**config.mk**
```make
export PLATFORM = sky130hd
export DESIGN_NAME = present80_key_schedule_flat
export DESIGN_NICKNAME = d
export VERILOG_FILES = /design/src/rtl/present80_key_schedule_if.sv /design/src/rtl/present80_key_schedule.sv /design/src/flat_wrapper.sv
export SDC_FILE = /design/constraint.sdc
export NUM_CORES = 1
export LEC_CHECK = 0
export CORE_MARGIN = 1.5
export CORE_UTILIZATION = 47
export DETAILED_ROUTE_END_ITERATION = 10
export PLACE_DENSITY = 0.81
export SLEW_MARGIN = 5
export SYNTH_ARGS = -nofsm -noshare
export SYNTH_HDL_FRONTEND = slang
export SYNTH_SLANG_ARGS = --single-unit
```
**constraint.sdc**
```tcl
create_clock -name clk -period 2.2 [get_ports clk]
set_clock_uncertainty 0.15 [all_clocks]
set_input_delay 0.44 -clock clk [delete_from_list [all_inputs] [get_ports clk]]
set_output_delay 0.44 -clock clk [all_outputs]
set_load 0.02 [all_outputs]
```
**src/rtl/present80_key_schedule_if.sv**
```systemverilog
// Round-key handshake bundle between the key schedule (slave) and the round datapath / controller (master).
// The master drives start, key_in and rk_ready. The slave returns the round key and its status.
interface present80_key_schedule_if;
   logic        start;
   logic [79:0] key_in;
   logic [63:0] round_key;
   logic        rk_valid;
   logic        rk_ready;
   logic [5:0]  round_idx;
   logic        busy;
   logic        done;

   modport master (
      output start, key_in, rk_ready,
      input  round_key, rk_valid, round_idx, busy, done
   );

   modport slave (
      input  start, key_in, rk_ready,
      output round_key, rk_valid, round_idx, busy, done
   );
endinterface

```
**src/rtl/present80_key_schedule.sv**
```systemverilog
// PRESENT-80 round-key generator: emits K1..K32, one per accepted valid/ready transfer; first key 1 cycle after start.
// Backpressure: while rk_ready is low, key_reg and round_idx hold, so round_key stays stable.
module present80_key_schedule #(
   parameter int NUM_RK = 32,
   parameter int RC_LSB = 15
) (
   input  logic                         clk,
   input  logic                         rst_n,
   present80_key_schedule_if.slave      ks
);
   typedef enum logic {IDLE, ACTIVE} state_t;

   localparam logic [5:0] IDX_LAST = 6'(NUM_RK);

   state_t      r_state;
   logic [79:0] r_key;
   logic [5:0]  r_idx;
   logic        r_done;

   state_t      w_state_nxt;
   logic [79:0] w_key_nxt;
   logic [5:0]  w_idx_nxt;
   logic        w_done_nxt;
   logic [79:0] w_key_rot;
   logic [79:0] w_key_upd;
   logic        w_xfer;

   function automatic logic [3:0] f_sbox(input logic [3:0] x);
      logic [3:0] y;
      case (x)
         4'h0: y = 4'hC;  4'h1: y = 4'h5;  4'h2: y = 4'h6;  4'h3: y = 4'hB;
         4'h4: y = 4'h9;  4'h5: y = 4'h0;  4'h6: y = 4'hA;  4'h7: y = 4'hD;
         4'h8: y = 4'h3;  4'h9: y = 4'hE;  4'hA: y = 4'hF;  4'hB: y = 4'h8;
         4'hC: y = 4'h4;  4'hD: y = 4'h7;  4'hE: y = 4'h1;  default: y = 4'h2;
      endcase
      return y;
   endfunction

   assign w_key_rot = {r_key[18:0], r_key[79:19]};

   // Rotate, substitute the top nibble, then fold in the counter of the key just consumed.
   always_comb begin
      w_key_upd                = w_key_rot;
      w_key_upd[79:76]         = f_sbox(w_key_rot[79:76]);
      w_key_upd[RC_LSB +: 5]   = w_key_rot[RC_LSB +: 5] ^ r_idx[4:0];
   end

   assign w_xfer = (r_state == ACTIVE) && ks.rk_ready;

   always_comb begin
      w_state_nxt = r_state;
      w_key_nxt   = r_key;
      w_idx_nxt   = r_idx;
      w_done_nxt  = 1'b0;
      case (r_state)
         IDLE: begin
            if (ks.start) begin
               w_state_nxt = ACTIVE;
               w_key_nxt   = ks.key_in;
               w_idx_nxt   = 6'd1;
            end
         end
         ACTIVE: begin
            if (w_xfer) begin
               if (r_idx == IDX_LAST) begin
                  w_state_nxt = IDLE;
                  w_idx_nxt   = 6'd0;
                  w_done_nxt  = 1'b1;
               end else begin
                  w_key_nxt   = w_key_upd;
                  w_idx_nxt   = r_idx + 6'd1;
               end
            end
         end
         default: w_state_nxt = IDLE;
      endcase
   end

   always_ff @(posedge clk or negedge rst_n) begin
      if (!rst_n) begin
         r_state <= IDLE;
         r_key   <= '0;
         r_idx   <= '0;
         r_done  <= 1'b0;
      end else begin
         r_state <= w_state_nxt;
         r_key   <= w_key_nxt;
         r_idx   <= w_idx_nxt;
         r_done  <= w_done_nxt;
      end
   end

   assign ks.round_key = r_key[79:16];
   assign ks.rk_valid  = (r_state == ACTIVE);
   assign ks.busy      = (r_state == ACTIVE);
   assign ks.round_idx = r_idx;
   assign ks.done      = r_done;
endmodule

```
**src/flat_wrapper.sv**
```systemverilog
// flat-port wrapper written by rule: the top's interface ports become plain ports
module present80_key_schedule_flat 
#(
   parameter int NUM_RK = 32,
   parameter int RC_LSB = 15
)
  (clk, rst_n, ks_start, ks_key_in, ks_rk_ready, ks_round_key, ks_rk_valid, ks_round_idx, ks_busy, ks_done);
  present80_key_schedule_if ks_i ();
  input  logic clk;
  input  logic rst_n;
  input wire logic [$bits(ks_i.start)-1:0] ks_start;
  input wire logic [$bits(ks_i.key_in)-1:0] ks_key_in;
  input wire logic [$bits(ks_i.rk_ready)-1:0] ks_rk_ready;
  output wire logic [$bits(ks_i.round_key)-1:0] ks_round_key;
  output wire logic [$bits(ks_i.rk_valid)-1:0] ks_rk_valid;
  output wire logic [$bits(ks_i.round_idx)-1:0] ks_round_idx;
  output wire logic [$bits(ks_i.busy)-1:0] ks_busy;
  output wire logic [$bits(ks_i.done)-1:0] ks_done;
  assign ks_i.start = ks_start;
  assign ks_i.key_in = ks_key_in;
  assign ks_i.rk_ready = ks_rk_ready;
  assign ks_round_key = ks_i.round_key;
  assign ks_rk_valid = ks_i.rk_valid;
  assign ks_round_idx = ks_i.round_idx;
  assign ks_busy = ks_i.busy;
  assign ks_done = ks_i.done;
  present80_key_schedule #(.NUM_RK(NUM_RK), .RC_LSB(RC_LSB)) u_core (.clk(clk), .rst_n(rst_n), .ks(ks_i));
endmodule
```
Word-level counts from Yosys, hierarchy flattened. Memory sizes are Yosys's and may differ from the RTL's. Index checks and enable logic that the tools add are counted.

Add/sub/neg operators: 1. Multiply operators: 0. Divide/modulo/power cells: 0. Magnitude comparators: 0. Equality and inequality tests: 4. Shift operators: 0. Multiplexer cells: 15. Bitwise gates (word level): 2. Reduce and logical (&&, ||, !) cells: 3.

Operators with widths (number): $mux 80 (3); $pmux 80 s2 (1); $mux 6 (3); $pmux 6 s2 (1); $add 6x1->6 const B (1); $eq 6x6->1 const B (1); $mux 1 (6); $ne 2x2->1 const B (3); $xor 5x5->5 (1); $reduce_and 3->1 (1); $pmux 1 s2 (1); $reduce_and 2->1 (1); $logic_and 1x1->1 (1); $not 1->1 (1).

Bits in registers: 88. Latch bits: 0. Bits in writable memories: 0. Memory bits (read-only): 64. Input bits: 84. Output and inout port bits: 73. Word-level logic and storage cells: 30. Memories kept: 1.

Memories: (no name shown) (words 16, bits a word 4, read ports 1, clocked after memory_dff 0, wr ports 0, line present80_key_schedule.sv:30) `case (x)`.

Depth between registers and ports, before layout.
Depth after elaboration: 4. Mapped depth: 8. Gate-level depth less buffers: 6.

Worst setup path after synthesis. No wires, ideal clock.

Path type: register to register. From: reg u_core.r_idx[0], in the netlist u_core.ks.round_idx[0]. To: reg u_core.r_key[10]. Setup time: 77 ps. Arrival time: 1747 ps. Data required time: 1973 ps. Slack: 225 ps. Cell stages (with the launch flop): 9. Path buffers: 2. Clock period less this slack: 1975 ps. Cells stage by stage: dfrtp_1 inv_1 ha_1 nor4b_4 a21oi_1 buf_2 buf_2 nor3_1 a21oi_1.

Cells in the longest elaborated chain, start to end: 3.

Ends and longest elaborated chain: start, declared (line present80_key_schedule.sv:17) `logic [5:0] r_idx;`; start signal, assigned (line present80_key_schedule.sv:88) `r_idx <= w_idx_nxt;`; $eq 6x6->1 (line present80_key_schedule.sv:65) `if (r_idx == IDX_LAST) begin`; $ne 2x2->1 (no line); $reduce_and 3->1 (no line); end signal, assigned (line present80_key_schedule.sv:87) `r_key <= w_key_nxt;`; end, declared (line present80_key_schedule.sv:16) `logic [79:0] r_key;`.

No other way between the ends. A chain may end at the register's enable or synchronous reset.

Final worst setup path.
From: reg u_core.r_state, in the netlist u_core.ks.busy. To: out ks_busy.

RTL lines: start, declared (line present80_key_schedule.sv:15) `state_t r_state;`; start signal, assigned (line present80_key_schedule.sv:86) `r_state <= w_state_nxt;`; end, declared (line flat_wrapper.sv:17) `output wire logic [$bits(ks_i.busy)-1:0] ks_busy;`.

No word-level cell between the ends.

==> flow_metrics.env <==
export IMPL_crit_required_ps=1610
export IMPL_ir_drop_v=0.000411
export IMPL_grt_pass1_vias=4074
export IMPL_h_tree_depth=3
export IMPL_period_minus_slack_ps=2150
export IMPL_slowest_stage="clkdlybuf4s50_1"
export IMPL_diodes=0
export IMPL_timing_final_ws_setup_ps=49.1
export IMPL_synth_cells=496
export IMPL_netlist_area_um2=4920
export IMPL_drive_above_1_share_pct=7.68
export IMPL_clkSinkCount=88
export IMPL_first_pass_iters=4
export IMPL_dpl_cell_area_um2=6210
export IMPL_cts_root_buf="clkbuf_8"
export IMPL_io_buffer_count=156
export IMPL_place_hpwl_um=9440
export IMPL_tritoncts="built"
export IMPL_grt_pass1_wl_um=21400
export IMPL_dieArea_um2=11100
export IMPL_cp_max_fo=12
export IMPL_die_x_um=105
export IMPL_powerDensity_nw_per_um2=963
export IMPL_synth_warnings=0
export IMPL_cap_violations=0
export IMPL_overflow=0
export IMPL_worstMarginPinSlew_ps=380
export IMPL_syn_nets=587
export IMPL_cp_end_kind="output port"
export IMPL_fmax_mhz=465
export IMPL_detail_route_iter0_violations=239
export IMPL_status="complete, no violations"
export IMPL_ys_ff_latch=88
export IMPL_initial_core_util_pct=48.1
export IMPL_synth_edf_count=0
export IMPL_fp_row_count=37
export IMPL_drc_errors=0
export IMPL_rrSetupSlack_ps=210
export IMPL_avgSynthCellArea_um2=9.92
export IMPL_rr_endpoint="u_core.r_key[78]$_DFFE_PN0P_"
export IMPL_timing_rr_start="u_core.r_key[16]$_DFFE_PN0P_"
export IMPL_setup_tns_ps=0
export IMPL_final_area_um2=6450
export IMPL_cp_start_kind="register"
export IMPL_yosysUniqueCellTypes=35
export IMPL_r2r_cells=6
export IMPL_io_pins=157
export IMPL_stdcell_count=722
export IMPL_ant_nets=0
export IMPL_clk_latency_ps=360
export IMPL_min_path_type="in2async"
export IMPL_pre_cts_ws_ps=94.5
export IMPL_dr_total_vias=3970
export IMPL_worstPathCellList="clkdlybuf4s50_1"
export IMPL_final_nets=672
export IMPL_die_h_um=105
export IMPL_core_um2=10200
export IMPL_cts_buffer_depth=2
export IMPL_cts_made_buffers=9
export IMPL_cp_top_family="buffers and inverters"
export IMPL_viasPerCell=5.50
export IMPL_yosysSeqAreaShare_pct=44.8
export IMPL_groute_usage_overall_pct=24.5
export IMPL_grt_max_degree=58
export IMPL_clkSlewWorstSetupHoldPaths_ps=90
export IMPL_dp_cells=704
export IMPL_regArea_um2=2210
export IMPL_p_leak_uw=0.00296
export IMPL_holdWs_ps=332
export IMPL_synthArstFlopShare_pct=100
export IMPL_final_cell_mix="clkdlybuf4s50_1 (155), dfrtp_1 (86), mux2i_1 (76)"
export IMPL_place_gp_congestion=0.979
export IMPL_final_setup_viol_count=0
export IMPL_post_route_period_util_pct=97.8
export IMPL_antenna_found_initial=0
export IMPL_arrival_ps=1560
export IMPL_crit_type="reg2out"
export IMPL_slew_violations=0
export IMPL_nFillCells=865
export IMPL_mostFrequentLayoutCell="clkdlybuf4s50_1"
export IMPL_grt_setup_unrepaired="false"
export IMPL_slowest_delay_ps=650
export IMPL_area_growth_pct=31.2
export IMPL_relSlewSlack_pct=74.6
export IMPL_path_buf_inv=1
export IMPL_wl_um=13100
export IMPL_wl_per_cell_um=18.2
export IMPL_final_hold_violation_count=0
export IMPL_ys_flop_type="dfrtp_1"
export IMPL_multi_input_area_um2=2030
-- worst max-delay path by stage --
stage	to	depth (start not counted)	slack (ps)	start
global route	ks_busy	1	10	u_core.ks.busy$_DFF_PN0_
CTS	ks_busy	1	30	u_core.ks.busy$_DFF_PN0_
global placement	u_core.ks.round_idx[5]$_DFFE_PN0P_	7	130	ks_rk_ready
detailed placement	u_core.ks.round_idx[5]$_DFFE_PN0P_	7	90	ks_rk_ready
finish	ks_busy	1	50	u_core.ks.busy$_DFF_PN0_
floorplan	u_core.r_key[10]$_DFFE_PN0P_	8	230	u_core.ks.round_idx[0]$_DFFE_PN0P_
-- logic make-up after synthesis --
| kind of cell | share of synthesized area, % |
|---|---|
| flip-flops | 44.8 |
| AO/OA/AOI/OAI | 10.9 |
| adder cells (fa/ha/maj) | 1.78 |
| AND/OR/NAND/NOR | 10.7 |
| buffers and inverters | 14.4 |
| XOR/XNOR | 1.25 |
| multiplexers | 16.2 |
-- metrics by stage --
step	util (%)	power [uW]
after floorplan	-	4140
after global placement	60.7	4870
after detailed placement	60.7	4970
after CTS	63.1	6250
after global routing	63.1	6550
final	63.1	6220
-- flip-flops by register name, summed over array words and instances (netlist names) --
| name | flops |
|---|---|
| u_core.r_key | 80 |
| u_core.ks.done | 1 |
| u_core.ks.busy | 1 |
| u_core.ks.round_idx | 6 |
-- where the power goes --
part / total, uW / switching [uW] / internal [uW]
combinational: 2480 / 1200 / 1270
sequential: 2460 / 439 / 2030
clock: 1280 / 623 / 654
-- layer usage --
layer  share of wire, %  global-route usage, %
met2                 48                   38.9
met3                5.8                   3.65
met5                  0                      0
met4                2.3                   9.49
met1                 44                   33.8
-- cell usage after synthesis, types with 2 or more instances --
cell type,count,area share (%)
a211oi_1,2,0.31
a21oi_1,76,7.7
buf_1,5,0.38
buf_2,13,1.3
buf_4,65,9.9
buf_6,4,0.92
clkbuf_1,14,1.1
dfrtp_1,88,45
ha_1,7,1.8
inv_1,9,0.69
mux2_2,3,0.69
mux2i_1,76,15
nand2_1,13,0.99
nand3_1,2,0.20
nor2_1,8,0.61
nor2b_1,4,0.51
nor3_1,73,7.4
o21ai_0,10,1.0
o221ai_1,3,0.53
xnor2_1,6,1.1
-- area by class of cell --
type                    instances  area share [%]
flip-flops and latches         88            34.2
multi-input cells             297            31.4
repair buffers                176            27.7
well taps                     136            2.64
clock buffers                   9            1.92
clock inverters                 7            1.59
inverters                       9           0.523
-- what timing repair did --
action,CTS,global route
endpoints found under the hold margin,14,0
hold buffers,1,0
resized for setup,0,1
setup buffers,1,0
endpoints found under the setup margin,2,1
(Power assumes the default switching activity.)
